### src/rtl/data_mem_arbiter.sv
// data_mem_arbiter
// Shares the single-port 64-word data memory between the CPU MEM step (port C)
// and a DMA/debug loader (port D). One request is latched per access: the
// memory bus is driven for exactly one cycle (ACC), the read data is captured,
// and the winner gets a one-cycle ack (RESP). An access takes three cycles.
//
// Build option: define MEM_ARB_RR_EN to resolve C/D ties round-robin using
// the last_grant register. Without it, ties always go to C. In both builds
// a starvation guard forces D in after MAX_WAIT consecutive C grants while
// d_req is held.

module data_mem_arbiter #(
    parameter int DW       = 32,
    parameter int AW       = 32,
    parameter int MAX_WAIT = 4
) (
    input  logic          clock,
    input  logic          reset,
    input  logic          c_req,
    input  logic          c_we,
    input  logic [AW-1:0] c_addr,
    input  logic [DW-1:0] c_wdata,
    output logic          c_ack,
    output logic [DW-1:0] c_rdata,
    input  logic          d_req,
    input  logic          d_we,
    input  logic [AW-1:0] d_addr,
    input  logic [DW-1:0] d_wdata,
    output logic          d_ack,
    output logic [DW-1:0] d_rdata,
    output logic [AW-1:0] mr,
    output logic [DW-1:0] mqb,
    output logic          mwmem,
    input  logic [DW-1:0] mdo,
    output logic          busy
);

    localparam logic [3:0] WAIT_LIMIT = 4'(MAX_WAIT);

    typedef enum logic [1:0] {
        IDLE = 2'd0,
        ACC  = 2'd1,
        RESP = 2'd2
    } state_t;

    state_t     state;
    logic       win_d;      // latched winner of the current access: 1 = D
    logic [3:0] wait_cnt;   // consecutive C grants while D was waiting
    logic       any_req;
    logic       guard;
    logic       grant_d;    // winner if a grant is made this cycle: 1 = D
`ifdef MEM_ARB_RR_EN
    logic       last_grant; // port granted most recently: 1 = D
`endif

    assign any_req = c_req | d_req;
    assign guard   = (wait_cnt == WAIT_LIMIT);

    // Pick the winner among the current requests (only used in IDLE).
    always_comb begin
        grant_d = 1'b0;
        if (c_req && d_req) begin
            if (guard) begin
                grant_d = 1'b1;
            end else begin
`ifdef MEM_ARB_RR_EN
                grant_d = ~last_grant;
`else
                grant_d = 1'b0;
`endif
            end
        end else begin
            grant_d = d_req;
        end
    end

    // Access FSM with registered memory bus, acks, read data and starvation counter.
    // The memory bus registers double as the request latch: they are loaded on
    // the way into ACC and cleared on the way out, so mwmem can only be high in ACC.
    always_ff @(posedge clock) begin
        if (reset) begin
            state    <= IDLE;
            win_d    <= 1'b0;
            c_ack    <= 1'b0;
            d_ack    <= 1'b0;
            c_rdata  <= '0;
            d_rdata  <= '0;
            mr       <= '0;
            mqb      <= '0;
            mwmem    <= 1'b0;
            busy     <= 1'b0;
            wait_cnt <= '0;
`ifdef MEM_ARB_RR_EN
            last_grant <= 1'b1;
`endif
        end else begin
            case (state)
                IDLE: begin
                    c_ack <= 1'b0;
                    d_ack <= 1'b0;
                    if (any_req) begin
                        state <= ACC;
                        busy  <= 1'b1;
                        win_d <= grant_d;
                        mr    <= grant_d ? d_addr  : c_addr;
                        mqb   <= grant_d ? d_wdata : c_wdata;
                        mwmem <= grant_d ? d_we    : c_we;
`ifdef MEM_ARB_RR_EN
                        last_grant <= grant_d;
`endif
                    end
                end
                ACC: begin
                    if (win_d) begin
                        d_rdata <= mdo;
                    end else begin
                        c_rdata <= mdo;
                    end
                    mr    <= '0;
                    mqb   <= '0;
                    mwmem <= 1'b0;
                    c_ack <= ~win_d;
                    d_ack <= win_d;
                    state <= RESP;
                end
                RESP: begin
                    c_ack <= 1'b0;
                    d_ack <= 1'b0;
                    busy  <= 1'b0;
                    state <= IDLE;
                end
                default: begin
                    c_ack <= 1'b0;
                    d_ack <= 1'b0;
                    mr    <= '0;
                    mqb   <= '0;
                    mwmem <= 1'b0;
                    busy  <= 1'b0;
                    state <= IDLE;
                end
            endcase

            // Starvation guard: count C wins while D waits; any D win or idle D clears it.
            if (state == IDLE && any_req) begin
                if (grant_d || !d_req) begin
                    wait_cnt <= '0;
                end else begin
                    wait_cnt <= wait_cnt + 4'd1;
                end
            end else if (!d_req) begin
                wait_cnt <= '0;
            end
        end
    end

endmodule

### config.mk
export PLATFORM = sky130hd
export DESIGN_NAME = data_mem_arbiter
export DESIGN_NICKNAME = d
export VERILOG_FILES = /design/src/rtl/data_mem_arbiter.sv
export SDC_FILE = /design/constraint.sdc
export NUM_CORES = 1
export LEC_CHECK = 0
export ABC_AREA = 1
export BUFFER_PORTS_ARGS = -buffer_cell sky130_fd_sc_hd__buf_4
export CORE_UTILIZATION = 46
export DETAILED_ROUTE_END_ITERATION = 16
export MAX_ROUTING_LAYER = met4
export PLACE_DENSITY = 0.84
export SLEW_MARGIN = 0
export SYNTH_ARGS = -nofsm -noshare
export SYNTH_HDL_FRONTEND = slang
export SYNTH_SLANG_ARGS = --single-unit
### constraint.sdc
create_clock -name clock -period 1.95 [get_ports clock]
set_input_delay 0.2925 -clock clock [delete_from_list [all_inputs] [get_ports clock]]
set_output_delay 0.2925 -clock clock [all_outputs]
set_load 0.01 [all_outputs]
==> reports/qor.yml <==
synth_cell_types: 23
gp_routability_congestion: 0.882
timing.setup.tns_ns: 0
root_buffer: "sky130_fd_sc_hd__clkbuf_16"
skew_ns: 0.00715
std_cell_rows: 41
synthesized_area_per_cell_sq_um: 6.83
antenna-diode-count: 0
busiest_layer: "met2"
regArea_sq_um: 2780
die_width_um: 117
ys_async_sr_fraction_pct: 0
grt_max_degree: 67
hold_path.class: "in -> reg"
grt_pass1_vias: 6066
floorplan.core_area_sq_um: 12800
power_per_cell_area_nw_per_um2: 873
synth.yosys.warnings: 0
post_cts_hold_buffer_count: 0
dpl_worst_slack_ns: 0.321
power.ir.vdd_worst_mv: 0.590
antenna_left: 0
post_synthesis_net_count: 1064
finalCritPeriodShare_pct: 83.8
detailed_route_vias_per_instance: 4.81
final_layout_size_suffix_gt1_share_pct: 29.9
gates_resized_cts_repair: 0
routed_wl_mm: 18.2
grt.met1_usage_pct: 31.8
worst_setup_path_start_kind: "flop"
synthCells: 896
layout_commonest_cell: "sky130_fd_sc_hd__buf_4"
global_route.usage.met3_pct: 7.39
timing.max_slew.rel_slack_pct: 65.8
initial_utilization_pct: 47.9
initialDrtViolationCount: 508
endpoint_type_of_the_worst_setup_path: "flop"
fill_cells: 1016
numPortBuffers: 297
fmax_mhz: 612
syn_to_final_growth_pct: 48.0
layout.core_utilization_pct: 70.9
clock_sink_count: 139
clkTransAtPathRegs_ns: 0.06
final_nets: 1335
globalRouteOverflowTotal: 0
timing.reg2reg.setup_slack_ns: 0.32
synth.ff_latch_count: 139
chipHeight_um: 117
edff_count_synth: 0
first_pass_grt_wire_length_mm: 29.4
timing.final.crit_period_ns: 1.63
synth_sequential_area_ratio_pct: 45.5
dieArea_sq_um: 13800
routedWlPerCell_um: 13.5
worst-endpoint-required_ns: 2.25
total_leakage_power_nw: 4.89
postLayoutSetupSlackWorst_ns: 0.315
multi_input_area_sq_um: 2270
postCtsSetupBuffers: 0
setup_repair_after_global_routing_missed_its_margin: "no"
critical_path_peak_fanout: 33
timing_max_transition_violations_final: 0
clock_insertion_delay_worst_skew_ns: 0.41
worst-slew-pin-transition_ns: 0.512
post-route-drc-count: 0
cts_max_level: 4
crit_type: "reg -> reg"
maxCapViolCount: 0
globalRouteTotalUtil_pct: 27.6
ios: 298
outcome: "finished clean"
layout_common_cells: "sky130_fd_sc_hd__buf_4, sky130_fd_sc_hd__nand2_1, sky130_fd_sc_hd__inv_1"
initial_antenna_violation_count: 0
tritoncts: "done"
cts_made_buffers: 17
detailed_place_hpwl_mm: 13.0
syn_area_sq_um: 6120
worst-endpoint-arrival_ns: 1.94
final-hold-violation-count: 0
endpoints_failing_setup: 0
gr-usage-met2_pct: 44.6
clk_path_buf_depth: 2
synth_ff_type: "sky130_fd_sc_hd__dfxtp_1"
firstDrtPassIters: 5
vias: 6503
-- layout make-up --
type	count	area share [%]
Sequential cell	139	30.7
Clock buffer	20	5.15
Multi-Input combinational cell	496	25.1
Tap cell	172	2.38
Timing Repair Buffer	310	26.7
Clock inverter	11	1.59
Inverter	203	8.41
-- worst max-delay path, cell delays in order (launching register included) --
cell and delay [ns]:
sky130_fd_sc_hd__dfxtp_1 0.40, sky130_fd_sc_hd__inv_1 0.07, sky130_fd_sc_hd__ha_1 0.19, sky130_fd_sc_hd__nand3_1 0.09, sky130_fd_sc_hd__nand2_2 0.08, sky130_fd_sc_hd__nand2_2 0.09, sky130_fd_sc_hd__buf_4 0.35, sky130_fd_sc_hd__nand2_1 0.10
sky130_fd_sc_hd__nand3_1 0.09, sky130_fd_sc_hd__nand2_1 0.05
-- power by group --
part	leakage [nW]	internal (W)	switching, W	total [W]
logic	3.45	0.000698	0.000707	0.00141
clock network	0.302	0.00210	0.00120	0.00330
registers	1.14	0.00307	0.000130	0.00320
-- cells in the mapped netlist, types with 2 or more instances --
cell type | count | area share, %
sky130_fd_sc_hd__a21oi_1 | 69 | 5.6
sky130_fd_sc_hd__buf_2 | 25 | 2.0
sky130_fd_sc_hd__buf_4 | 11 | 1.3
sky130_fd_sc_hd__buf_6 | 4 | 0.74
sky130_fd_sc_hd__clkbuf_1 | 17 | 1.0
sky130_fd_sc_hd__dfxtp_1 | 139 | 45
sky130_fd_sc_hd__ha_1 | 2 | 0.41
sky130_fd_sc_hd__inv_1 | 201 | 12
sky130_fd_sc_hd__inv_2 | 2 | 0.12
sky130_fd_sc_hd__nand2_1 | 209 | 13
sky130_fd_sc_hd__nand2_2 | 2 | 0.20
sky130_fd_sc_hd__nand3_1 | 137 | 11
sky130_fd_sc_hd__nor2_1 | 6 | 0.37
sky130_fd_sc_hd__o21ai_0 | 57 | 4.7
sky130_fd_sc_hd__o21ai_1 | 7 | 0.57
-- state kept, by name (all words and copies together) (netlist names) --
signal    cells
c_ack         1
state         2
win_d         1
d_rdata      32
busy          1
d_ack         1
wait_cnt      4
mwmem         1
mr           32
mqb          32
c_rdata      32
-- cells by family (layout without fill, tap and decap cells) --
logic type / Yosys count / after routing / share of synthesized area (%)
simple gates: 359 / 359 / 25.3
compound gates: 134 / 134 / 11.0
flops: 139 / 139 / 45.5
xor+xnor: 1 / 1 / 0.143
fa+ha+maj: 2 / 2 / 0.409
buf+inv: 261 / 544 / 17.7
-- stage by stage --
| step | power [W] | cells | cell area, sq um | hold WS (ns) |
|---|---|---|---|---|
| 2_1_floorplan | 0.00390 | 896 | 6120 | 0.467 |
| 3_3_place_gp | 0.00463 | 1320 | 8450 | 0.431 |
| 3_5_place_dp | 0.00467 | 1320 | 8450 | 0.435 |
| 4_1_cts | 0.00795 | 1351 | 9060 | 0.145 |
| 5_1_grt | 0.00825 | 1351 | 9060 | 0.166 |
| 6_report | 0.00791 | 1351 | 9060 | 0.160 |
-- per-layer routing --
layer | wire length, um | share of wire (%)
met5 | 0 | 0
met2 | 8930 | 49
met1 | 7190 | 39
met3 | 1480 | 8.1
met4 | 630 | 3.5
-- worst paths after layout --
check	start	endpoint	cells after the start
worst max-delay path	wait_cnt[0]$_SDFFE_PP0P_	mqb[26]$_SDFFE_PP0P_	9
worst min-delay path	mdo[24]	c_rdata[24]$_SDFFE_PP0P_	3
worst max register to register	wait_cnt[0]$_SDFFE_PP0P_	mqb[26]$_SDFFE_PP0P_	9
worst min register to register	d_rdata[23]$_SDFFE_PP0P_	d_rdata[23]$_SDFFE_PP0P_	2
Note: power is estimated with default switching activity, not from simulation.
